`config.mk`:
```
export PLATFORM = sky130hd
export DESIGN_NAME = joypad_ctrl
export DESIGN_NICKNAME = d
export VERILOG_FILES = /design/src/rtl/joypad_ctrl.sv
export SDC_FILE = /design/constraint.sdc
export NUM_CORES = 1
export LEC_CHECK = 0
export BUFFER_PORTS_ARGS = -buffer_cell sky130_fd_sc_hd__buf_2
export CORE_UTILIZATION = 39
export DETAILED_ROUTE_END_ITERATION = 6
export SLEW_MARGIN = 25
export SYNTH_ARGS = -nofsm -noshare
export SYNTH_HDL_FRONTEND = slang
export SYNTH_SLANG_ARGS = --single-unit
```
`constraint.sdc`:
```
create_clock -name Clk -period 3.6 [get_ports Clk]
set_input_delay 0.72 -clock Clk [delete_from_list [all_inputs] [get_ports Clk]]
set_output_delay 0.72 -clock Clk [all_outputs]
set_load 0.02 [all_outputs]
```
`src/rtl/joypad_ctrl.sv`:
```
// Game Boy joypad controller: synchronizes and debounces the eight front-panel buttons,
// presents the active-low P1/JOYP register and pulses the joypad interrupt on any falling nibble bit.
module joypad_ctrl #(
   parameter int unsigned DEBOUNCE_CYCLES = 50000,
   parameter int unsigned SYNC_STAGES     = 2
) (
   input  logic       Clk,
   input  logic       Reset_n,
   input  logic [7:0] btn_raw,
   input  logic       reg_we,
   input  logic [7:0] reg_wdata,
   output logic [7:0] reg_rdata,
   output logic       irq_joypad,
   output logic [7:0] pressed_dbg
);

   localparam logic [15:0] CNT_MAX = 16'(DEBOUNCE_CYCLES - 1);

   logic [SYNC_STAGES-1:0][7:0] r_sync;
   logic [7:0]                  r_db;
   logic [7:0][15:0]            r_cnt;
   logic [1:0]                  r_sel;
   logic [3:0]                  r_nib_q;
   logic                        r_irq;

   logic [7:0] w_s;
   logic [3:0] w_dir_n;
   logic [3:0] w_btn_n;
   logic [3:0] w_nib;
   logic       w_unused_wdata;

   // Stage 0 captures the raw pins; the last stage feeds the debouncers.
   always_ff @(posedge Clk or negedge Reset_n) begin
      if (!Reset_n) begin
         r_sync <= '0;
      end else begin
         r_sync <= {r_sync[SYNC_STAGES-2:0], btn_raw};
      end
   end

   assign w_s = r_sync[SYNC_STAGES-1];

   // Each bit must disagree with its debounced value for DEBOUNCE_CYCLES consecutive cycles.
   always_ff @(posedge Clk or negedge Reset_n) begin
      if (!Reset_n) begin
         r_db  <= '0;
         r_cnt <= '0;
      end else begin
         for (int i = 0; i < 8; i++) begin
            if (w_s[i] == r_db[i]) begin
               r_cnt[i] <= '0;
            end else if (r_cnt[i] == CNT_MAX) begin
               r_db[i]  <= w_s[i];
               r_cnt[i] <= '0;
            end else begin
               r_cnt[i] <= r_cnt[i] + 16'd1;
            end
         end
      end
   end

   always_comb begin
      w_dir_n = ~r_db[3:0];
      w_btn_n = ~r_db[7:4];
      w_nib   = (r_sel[0] ? 4'hF : w_dir_n) & (r_sel[1] ? 4'hF : w_btn_n);
   end

   // nib_q holds last cycle's nibble so any 1->0 transition, including one caused by a sel write, fires.
   always_ff @(posedge Clk or negedge Reset_n) begin
      if (!Reset_n) begin
         r_sel   <= 2'b11;
         r_nib_q <= 4'hF;
         r_irq   <= 1'b0;
      end else begin
         if (reg_we) begin
            r_sel <= reg_wdata[5:4];
         end
         r_nib_q <= w_nib;
         r_irq   <= |(r_nib_q & ~w_nib);
      end
   end

   assign w_unused_wdata = ^{reg_wdata[7:6], reg_wdata[3:0]};

   assign reg_rdata   = {2'b11, r_sel, w_nib};
   assign irq_joypad  = r_irq;
   assign pressed_dbg = r_db;

endmodule

```
==> reports/qor.yml <==
floorplan:
  fp-row-count: 49
  core_area_sq_mm: 0.0182
  ios: 36
  die_h_um: 139
  initial_core_util_pct: 40.5
  die_w_um: 139
  dieArea_sq_mm: 0.0194
worst_setup_path:
  r2r_cells: 3
  end_kind: "output port"
  critPathArrivalTime_ns: 1.70
  crit_cells: 3
  r2r_end: "r_cnt[12]"
  path_class: "reg -> out"
  critPathSlowestCell: "dfstp_2"
  r2r_start: "r_cnt[10]"
  path_buf_inv: 2
  required_ns: 2.88
  crit_chain: "inv_1 > a22oi_1 > buf_2"
  startpoint_type: "register"
  crit_path_max_incr_delay_ns: 0.53
  cp_top_family: "flip-flops"
  crit_fanout: 5
  rrSetupSlack_ns: 1.58
detailed_routing:
  totalWireLength_um: 13600
  drtPass1Iterations: 4
  vias_per_cell: 5.20
  route.detailed.drc: 0
  top_layer: "met4"
  drt_iter0_drc: 372
  route.met3.wl_um: 349
  wl_met1_um: 6400
  postRouteAntennaNets: 0
  wl_per_cell_um: 13.7
  num_vias: 5134
  dr_wl_met2_um: 6540
cells_and_area:
  final_common_cell: "dfrtp_1"
  antenna-diode-count: 0
  synthToLayoutAreaGrowth_pct: 13.4
  fin_area_sq_mm: 0.00836
  fillers: 1676
  fin_cells: 987
  layout.nets: 773
  layout_common_cells: "dfrtp_1, nor2_1, xnor2_1, nand3_1, nand4_1"
  final_util_pct: 45.9
  drive_gt1_share_pct: 10.7
global_route:
  grt_pass1_vias: 5068
  globalRouteTotalUtil_pct: 15.4
  grt-ovfl-total: 0
  grt_pass1_wl_um: 23900
  grt_max_degree: 88
  antenna_found_initial: 0
run_status:
  outcome: "completed"
logic_synthesis:
  postSynthAreaPerCell_sq_um: 10.4
  synth_area_leader_cell: "dfrtp_1"
  ys_seq_elements: 159
  synth_cells: 710
  synth_cell_types: 40
  ys_top_cells_by_area: "dfrtp_1, xnor2_1, nor2_1"
  syn-cell-area_sq_mm: 0.00737
  synth_warnings: 0
  yosysTopAreaCellShare_pct: 52.0
  ys_seq_area_share_pct: 54.1
timing:
  finalCriticalPeriod_ns: 2.43
  fmax_ghz: 0.412
  finalMaxSlewViolations: 0
  final-hold-violation-count: 0
  setup_tns_ns: 0
  tightest_slew_ns: 0.878
  setup_viol: 0
  finalClockSkew_ns: 0.0117
  rsz0062_at_grt: "no"
  post-route-period-util_pct: 67.4
  relSlewSlack_pct: 41.3
placement:
  dp_hpwl_um: 9310
  portBuffers: 27
  gp_congestion: 0.860
  dp_cells: 956
  post_dp_cell_area_sq_mm: 0.00775
clock_network:
  clockBufferDepth: 2
  clockRootBuffer: "clkbuf_16"
  cts-resized-gates: 0
  cts_made_buffers: 17
  cts_hold_buf: 0
  clk_latency_ns: 0.43
  cts_sinks: 159
  tritoncts: "yes"
  htreeDepth: 4
  postCtsSetupRepairBufs: 0
  clkTransAtPathRegs_ns: 0.06
hold_path:
  min_path_type: "reg -> reg"
  holdCritStartpoint: "r_sync[6]"
  hold_end: "w_s[6]"
  holdPathStages: 0
power:
  power_density_mw_per_mm2: 458
  leakagePower_nw: 3.45
  irDropWorstVdd_v: 0.000325
run:
  maxCapViolations: 0
==> flip-flops by register name (all words and copies together), names as in the netlist <==
name and cells:
r_nib_q 4, r_sel 2, irq_joypad 1, w_s 8, pressed_dbg 8, r_sync 8
r_cnt 128
==> layer usage <==
metal	up-vias	global-route usage (%)
met5	-	0
met4	0	6.96
met3	21	3.20
met2	66	25.3
met1	2529	19.7
li1	2518	-
==> power by group <==
group	total [W]	switching (W)	internal, W
combinational	0.000124	0.0000873	0.0000367
sequential	0.00185	0.0000286	0.00182
clock	0.00185	0.000675	0.00117
==> stage by stage <==
stage / total power [W] / hold WS, ns / setup slack, ns
6_report: 0.00382 / 0.344 / 1.18
5_1_grt: 0.00397 / 0.350 / 1.11
4_1_cts: 0.00387 / 0.341 / 1.16
3_5_place_dp: 0.00201 / 0.336 / 1.55
3_3_place_gp: 0.00201 / 0.331 / 1.57
2_1_floorplan: 0.00194 / 0.331 / 1.73
==> worst max path at each step <==
stage          startpoint  slack, ns           end
2_1_floorplan    r_sel[0]       1.73  reg_rdata[1]
3_3_place_gp    r_cnt[27]       1.57     r_cnt[21]
3_5_place_dp    r_cnt[27]       1.55     r_cnt[27]
4_1_cts          r_sel[0]       1.16  reg_rdata[1]
5_1_grt          r_sel[0]       1.11  reg_rdata[1]
6_report         r_sel[0]       1.18  reg_rdata[2]
==> worst reg2reg max path, delay by kind of cell, from the launching register on <==
family	cells	cell delay [ns]
and+or+nand+nor	2	0.58
DFF	1	0.41
AOI/OAI and AO/OA	1	0.87
==> synth_stat cells <==
cell type,n
xnor2_1,83
or3_1,3
buf_6,1
dfstp_2,6
nand3_4,1
mux2_2,8
o21ai_0,3
a31o_2,2
buf_2,1
a22oi_1,4
nor3_1,26
o41ai_4,3
nor2_1,137
nor4bb_1,9
and3_1,14
nand3b_1,2
xor2_1,31
buf_1,1
a21oi_2,1
dfrtp_1,153
inv_1,29
and4bb_2,1
ha_1,8
or4_1,2
nand2_1,33
and4_1,1
a21oi_1,5
and2_1,3
nor4_1,31
conb_1,1
o22ai_1,2
nand3_2,1
nand3_1,47
nor4b_1,5
or2_2,2
nor4b_2,2
nand4_1,37
o31ai_1,1
clkbuf_1,6
buf_4,4
==> logic make-up after synthesis <==
family / count (synthesis) / synth area share, %
and+or+nand+nor: 357 / 24.6
DFF: 159 / 54.1
xor gates and xnor gates: 114 / 13.6
buffers and inverters: 42 / 2.46
AOI/OAI and AO/OA: 21 / 2.70
adders and majority gates: 8 / 1.36
muxes: 8 / 1.22
other: 1 / 0.0509
==> cell type report <==
| cell class | count | area (sq um) | area share (%) |
|---|---|---|---|
| Sequential cell | 159 | 3990 | 47.7 |
| Multi-Input combinational cell | 510 | 3200 | 38.3 |
| Inverter | 29 | 109 | 1.30 |
| Timing Repair Buffer | 29 | 169 | 2.02 |
| Tap cell | 229 | 287 | 3.43 |
| Clock inverter | 7 | 140 | 1.68 |
| Clock buffer | 24 | 462 | 5.52 |
No activity file was read; power rests on OpenSTA's default activity.
